==> src/rtl/dmem_arbiter.sv <==
// rtl/dmem_arbiter.sv - round-robin two-port arbiter/sequencer for a single-port data memory
// One access per grant: IDLE picks a winner, ACCESS drives memory, RESP pulses done.
module dmem_arbiter #(
  parameter int DATA_W    = 32,
  parameter int ADDR_W    = 32,
  parameter int MEM_DEPTH = 32
) (
  input  logic              clk,
  input  logic              rst,
  input  logic              req0_valid,
  input  logic              req0_we,
  input  logic [ADDR_W-1:0] req0_addr,
  input  logic [DATA_W-1:0] req0_wdata,
  output logic              done0,
  output logic              err0,
  output logic [DATA_W-1:0] rdata0,
  input  logic              req1_valid,
  input  logic              req1_we,
  input  logic [ADDR_W-1:0] req1_addr,
  input  logic [DATA_W-1:0] req1_wdata,
  output logic              done1,
  output logic              err1,
  output logic [DATA_W-1:0] rdata1,
  output logic              mem_wr_rd_en,
  output logic [ADDR_W-1:0] mem_addr,
  output logic [DATA_W-1:0] mem_write_data,
  input  logic [DATA_W-1:0] mem_read_data,
  output logic              busy
);

  typedef enum logic [1:0] {IDLE, ACCESS, RESP} state_t;

  state_t state;
  logic   rr_ptr;
  logic   lat_port;
  logic   lat_we;
  logic   lat_oor;

  logic              pick1;
  logic              pick_we;
  logic [ADDR_W-1:0] pick_addr;
  logic [DATA_W-1:0] pick_wdata;
  logic              pick_oor;

  // Port 1 wins when it is the only requester or when it holds the round-robin turn.
  assign pick1      = req1_valid & (~req0_valid | rr_ptr);
  assign pick_we    = pick1 ? req1_we    : req0_we;
  assign pick_addr  = pick1 ? req1_addr  : req0_addr;
  assign pick_wdata = pick1 ? req1_wdata : req0_wdata;
  assign pick_oor   = pick_addr >= ADDR_W'(MEM_DEPTH);

  assign busy = (state != IDLE);

  // mem_addr/mem_write_data double as the latched request fields during ACCESS.
  always_ff @(posedge clk or negedge rst) begin
    if (!rst) begin
      state          <= IDLE;
      rr_ptr         <= 1'b0;
      lat_port       <= 1'b0;
      lat_we         <= 1'b0;
      lat_oor        <= 1'b0;
      mem_wr_rd_en   <= 1'b0;
      mem_addr       <= '0;
      mem_write_data <= '0;
      done0          <= 1'b0;
      done1          <= 1'b0;
      err0           <= 1'b0;
      err1           <= 1'b0;
      rdata0         <= '0;
      rdata1         <= '0;
    end else begin
      case (state)
        IDLE: begin
          if (req0_valid || req1_valid) begin
            lat_port       <= pick1;
            lat_we         <= pick_we;
            lat_oor        <= pick_oor;
            rr_ptr         <= ~pick1;
            mem_addr       <= pick_addr;
            mem_write_data <= pick_wdata;
            mem_wr_rd_en   <= pick_we & ~pick_oor;
            state          <= ACCESS;
          end
        end
        ACCESS: begin
          mem_wr_rd_en   <= 1'b0;
          mem_addr       <= '0;
          mem_write_data <= '0;
          state          <= RESP;
          if (lat_port) begin
            done1 <= 1'b1;
            err1  <= lat_oor;
            if (lat_oor)      rdata1 <= '0;
            else if (!lat_we) rdata1 <= mem_read_data;
          end else begin
            done0 <= 1'b1;
            err0  <= lat_oor;
            if (lat_oor)      rdata0 <= '0;
            else if (!lat_we) rdata0 <= mem_read_data;
          end
        end
        RESP: begin
          done0 <= 1'b0;
          done1 <= 1'b0;
          err0  <= 1'b0;
          err1  <= 1'b0;
          state <= IDLE;
        end
        default: state <= IDLE;
      endcase
    end
  end

endmodule

==> config.mk <==
export PLATFORM = sky130hd
export DESIGN_NAME = dmem_arbiter
export DESIGN_NICKNAME = d
export VERILOG_FILES = /design/src/rtl/dmem_arbiter.sv
export SDC_FILE = /design/constraint.sdc
export NUM_CORES = 1
export LEC_CHECK = 0
export ABC_AREA = 1
export CORE_MARGIN = 5
export CORE_UTILIZATION = 42
export CTS_CLUSTER_SIZE = 20
export DETAILED_ROUTE_END_ITERATION = 12
export PLACE_DENSITY = 0.91
export SYNTH_ARGS = -nofsm -noshare
export SYNTH_HDL_FRONTEND = slang
export SYNTH_SLANG_ARGS = --single-unit
==> constraint.sdc <==
create_clock -name clk -period 1.6 [get_ports clk]
set_input_delay 0.32 -clock clk [delete_from_list [all_inputs] [get_ports clk]]
set_output_delay 0.32 -clock clk [all_outputs]
set_load 0.02 [all_outputs]
; ---- Word level (Yosys, flattened, before mapping)
; Cells that the tools add are included.
[op_classes]
order_cmp = 1
reduce_logical = 11
n_eq_ne = 6
mux = 21
bitwise = 7
[ops]
columns = operator, count
row1 = 32-bit two-way mux, 6
row2 = 32-bit case mux with 2 select lines, 2
row3 = "32-bit by 6-bit greater-or-equal comparator with 1-bit output, second input constant", 1
row4 = 1-bit case mux with 2 select lines, 5
row5 = 2-bit AND reduction, 4
row6 = 1-bit two-way mux, 6
row7 = "2-bit != test, second input constant", 3
row8 = 3-bit AND reduction, 2
row9 = 2-bit nonzero test, 3
row10 = 1-bit NOT, 4
row11 = 2-bit case mux with 2 select lines, 1
row12 = 1-bit bitwise AND, 2
row13 = "2-bit by 1-bit == test with 1-bit output, second input constant", 1
row14 = "2-bit == test, second input constant", 1
row15 = 2-bit zero test, 1
row16 = 2-bit two-way mux, 1
row17 = "2-bit by 1-bit != test with 1-bit output, second input constant", 1
row18 = 1-bit logical OR, 1
row19 = 1-bit bitwise OR, 1
[totals]
out_inout_bits = 134
regBits = 139

; ---- Depth between registers and ports, before layout
[depth]
word_depth = 9
mapped_depth = 13

; ---- Worst setup path after synthesis
; Ideal clock, no wire load.
[synth_path]
path_kind = reg-to-reg
start = reg state[1]
end = reg rdata0[25]
stages_incl_launch_ff = 6
path_buffers = 1
setup_slack_ns = 0.145
synth_period_minus_slack_ns = 1.455
t_arrival_ns = 1.330
setup_time_ns = 0.125
cell_sequence = dfrtp_1 nor2_4 nand2_1 nor2_2 buf_4 mux2_2
[synth_between]
elab_chain_len = 2
[synth_lines]
columns = item, line
row1 = "start, declared", 33  ; state_t state;
row2 = "start signal, assigned", 57  ; state <= IDLE;
row3 = "start signal, assigned", 82  ; state <= ACCESS;
row4 = "start signal, assigned", 89  ; state <= RESP;
row5 = 2-bit by 1-bit == test with 1-bit output, 72  ; case (state)
row6 = 3-bit AND reduction (no source line), -
row7 = "end signal, assigned", 99  ; else if (!lat_we) rdata0 <= mem_read_data;
row8 = "end, declared", 16  ; output logic [DATA_W-1:0] rdata0,
; No other way between the ends.
; A chain may end at the register's enable or synchronous reset.

; ---- Worst setup path in the final report
[layout_path]
start = in req0_valid
end = reg lat_oor
[layout_between]
elab_chain_len = 5
elab_cells_between_ends = 7
cone_classes = order compare (1) / mux (1) / bitwise (3) / reduce/logical (2)
[layout_lines]
columns = item, line
row1 = "start, declared", 10  ; input logic req0_valid,
row2 = 1-bit NOT, 46  ; assign pick1 = req1_valid & (~req0_valid | rr_ptr);
row3 = 1-bit bitwise OR, 46
row4 = 1-bit bitwise AND, 46
row5 = 32-bit two-way mux, 48  ; assign pick_addr = pick1 ? req1_addr : req0_addr;
row6 = 32-bit by 6-bit greater-or-equal comparator with 1-bit output, 50  ; assign pick_oor = pick_addr >= ADDR_W'(MEM_DEPTH);
row7 = "end signal, assigned", 77  ; lat_oor <= pick_oor;
row8 = "end, declared", 37  ; logic lat_oor;
; Several ways; a longest one is shown, not always the timed one.

==> results.cfg <==
[status]
outcome = complete, but fails checks
violations = setup timing

[global_routing]
grt_usage_pct = 22.4
grt_max_degree = 47
grt_pass1_wl_um = 31700
grt_pass1_vias = 6127
antenna_found_initial = 0
grt-ovfl-total = 0

[clocking]
clk-insertion-delay-late_ns = 0.40
cts_buffers = 17
cts_buffer_depth = 2
clk_pin_slew_ns = 0.06
cts-root-buf = clkbuf_16
clock-sinks = 139
cts_htree_levels = 4
cts_tree = built

[setup_path]
reg2reg_depth = 13
crit_type = in2reg
crit_family = simple AND/OR/NAND/NOR gates
start_kind = input port
r2r_start = rr_ptr
max_stage_delay_ns = 0.54
cp_cell_sequence = clkdlybuf4s50_1, nand2_4, nand2_8, clkbuf_16, nand2_2, nand2_2, nand2_1, nor2_2, nand2_2, nor2_2, nand2_1, nand2_1, nand2_1
cp_num_buf_inv = 2
arrival_ns = 1.92
crit_top_cell = nand2_1
crit_required_ns = 1.90
cp_slowest_cell = clkdlybuf4s50_1
endpoint_kind = flip-flop
worstPathMaxFanout = 6
r2r_slack_ns = -0.01
worst_r2r_endpoint = lat_oor

[logic_synthesis]
syn_area_per_cell_um2 = 9.40
ys_types = 26
syn_nets = 848
seq_area_frac_synth_pct = 54.3
yosysWarnings = 0
ys_ff_latch = 139
netlist_instances = 682
syn_area_um2 = 6410

[sta]
finalCritPeriodShare_pct = 102
drv_slew = 0
worstMarginPinSlew_ns = 0.379
finalSetupViolations = 1
finalHoldViolations = 0
layout_min_cycle_time_ns = 1.62
max_freq_ghz = 0.615
skew_ns = 0.00671
grt_setup_unrepaired = yes
relSlewSlack_pct = 74.7
fin_ws_ns = -0.0248

[final_layout]
fin_util_pct = 69.7
finalInstanceArea_um2 = 10500
fin_nets = 1175
drive_above_1_share_pct = 17.9
area.growth.synth_to_final_pct = 64.2

[detailed_routing]
ant_nets = 0
vias_per_cell = 4.96
drt_iter0_drc = 281
drcViolationCount = 0
drt_pass1_iterations = 4
vias = 6003
wl_um = 20800
wl_per_cell_um = 17.2

[power_and_ir_drop]
internal-power_w = 0.0120
swShare_pct = 40.0
vdd_drop_max_mv = 0.901
comb_power_share_pct = 49.7
power.share.clock_pct = 20.0
power.switching_w = 0.00801
power.leakage_nw = 5.33
powerDensity_nw_per_um2 = 1900
p_seq_share_pct = 30.3

[floorplanning]
initial_utilization_pct = 42.5
chipHeight_um = 134
row_count = 45
dieArea_um2 = 17800
die_x_um = 134
io_pins = 300
coreArea_um2 = 15100

[hold_path]
hold_path.class = in2async

[place]
dp_slack_ns = -0.397
hpwl_um = 15200
placed_area_um2 = 9780
gp_congestion = 0.923
port_buffers = 299

[job]
maxCapViolations = 0
==> power groups by stage <==
stage          Sequential [W]  Clock (W)  Combinational (W)
2_1_floorplan         0.00795          0            0.00370
3_3_place_gp          0.00606          0             0.0105
3_5_place_dp          0.00616          0             0.0107
4_1_cts               0.00607    0.00410            0.00966
5_1_grt               0.00628    0.00427             0.0107
6_report              0.00606    0.00402            0.00996
==> cells in the mapped netlist <==
cell type	n	share of area (%)
nand3_1	5	0.39
inv_2	1	0.059
o22ai_1	1	0.098
nor2_2	5	0.49
o21ai_1	36	2.8
nand2_1	144	8.4
o21ai_0	69	5.4
o21bai_1	1	0.12
clkbuf_2	1	0.078
inv_1	66	3.9
clkbuf_1	9	0.53
o21ai_2	1	0.14
nor2_1	79	4.6
mux2_2	60	11
nand2_4	2	0.35
nand3b_1	22	2.6
mux2_1	4	0.70
dfrtp_1	139	54
buf_4	11	1.3
nor2_4	2	0.35
inv_4	1	0.098
and2_1	2	0.20
a22o_1	1	0.14
a21oi_1	1	0.078
buf_6	9	1.6
buf_2	10	0.78
==> what timing repair did <==
action / in CTS / in global routing
gates cloned: 0 / 4
resized for setup: 136 / 34
setup buffers: 0 / 10
hold endpoints to repair: 33 / 0
pin swaps: 0 / 23
hold buffers: 1 / 0
endpoints found under the setup margin: 136 / 15
==> final cells by class <==
class | instances | area (µm²)
Fill cell | 1167 | 4570
Sequential cell | 139 | 3480
Timing Repair Buffer | 348 | 3430
Multi-Input combinational cell | 435 | 2500
Clock buffer | 20 | 467
Inverter | 68 | 258
Tap cell | 188 | 235
Clock inverter | 12 | 144
Antenna cell | 1 | 2.50
==> how the worst max path moves through the flow <==
stage          startpoint    endpoint  cells past startpoint
3_3_place_gp   req0_valid     lat_oor                     13
2_1_floorplan    state[1]  rdata0[25]                      5
5_1_grt            rr_ptr     lat_oor                     13
4_1_cts          state[1]        busy                      3
6_report       req0_valid     lat_oor                     13
3_5_place_dp   req0_valid     lat_oor                     13
==> cell usage in the layout (no fill, tap or decap) <==
master / netlist / final
nand2_8: 0 / 1
nor2_1: 79 / 74
inv_4: 1 / 1
buf_12: 0 / 13
buf_4: 11 / 31
dlygate4sd2_1: 0 / 133
inv_6: 0 / 1
and2_1: 2 / 2
mux2_2: 60 / 60
nand3b_1: 22 / 22
o21ai_1: 36 / 36
dfrtp_1: 139 / 138
buf_6: 9 / 2
diode_2: 0 / 1
o21ai_0: 69 / 69
a22o_1: 1 / 1
o21bai_1: 1 / 1
nor2_2: 5 / 6
nand2_2: 0 / 18
nand2_1: 144 / 124
o22ai_1: 1 / 1
o21ai_2: 1 / 1
a21oi_1: 1 / 1
nor2_4: 2 / 6
clkbuf_8: 0 / 3
dlymetal6s2s_1: 0 / 1
bufinv_16: 0 / 3
clkinvlp_4: 0 / 2
clkdlybuf4s50_1: 0 / 163
dfrtp_2: 0 / 1
inv_2: 1 / 4
inv_1: 66 / 63
nand3_1: 5 / 5
clkbuf_16: 0 / 21
clkinv_2: 0 / 6
dlygate4sd3_1: 0 / 1
nand2_4: 2 / 3
mux2_1: 4 / 4
==> state kept, by name, indices dropped and copies added (netlist names) <==
name,cells
done0,1
done1,1
err0,1
err1,1
lat_oor,1
lat_port,1
lat_we,1
mem_addr,32
mem_wr_rd_en,1
mem_write_data,32
rdata0,32
rdata1,32
rr_ptr,1
state,2
==> per-stage QoR <==
stage,power [W],hold WS (ns),TNS [ns],cells
6_report,0.0200,0.407,-0.0248,1211
5_1_grt,0.0212,0.420,-0.725,1210
4_1_cts,0.0198,0.397,0,1196
3_5_place_dp,0.0169,0.253,-20.14,1163
3_3_place_gp,0.0165,0.246,-16.99,1163
2_1_floorplan,0.0116,0.0244,0,682
==> worst register-to-register path, delay by kind of cell, from the launching register on <==
| family | cells | cell delay, ns |
|---|---|---|
| buffers and inverters | 2 | 0.25 |
| flip-flops | 1 | 0.37 |
| AND/OR/NAND/NOR | 11 | 0.88 |
==> cells by family (layout without fill, tap and decap cells) <==
family                 count (synthesis)  in the layout  synth area share (%)
buffers and inverters                108            448                  8.28
DFF                                  139            139                  54.3
muxes                                 64             64                  11.2
and+or+nand+nor                      261            261                  17.4
AOI/OAI and AO/OA                    110            110                  8.77
other                                  0              1                     0
==> metal layers <==
| metal | routed length, µm | track usage (%) | vias up |
|---|---|---|---|
| met4 | 589 | 7.83 | 0 |
| met1 | 8120 | 25.6 | 2873 |
| li1 | - | - | 2834 |
| met2 | 10500 | 38.6 | 254 |
| met5 | 0 | 0 | - |
| met3 | 1620 | 8.31 | 42 |
Note: power is estimated with default switching activity, not from simulation.
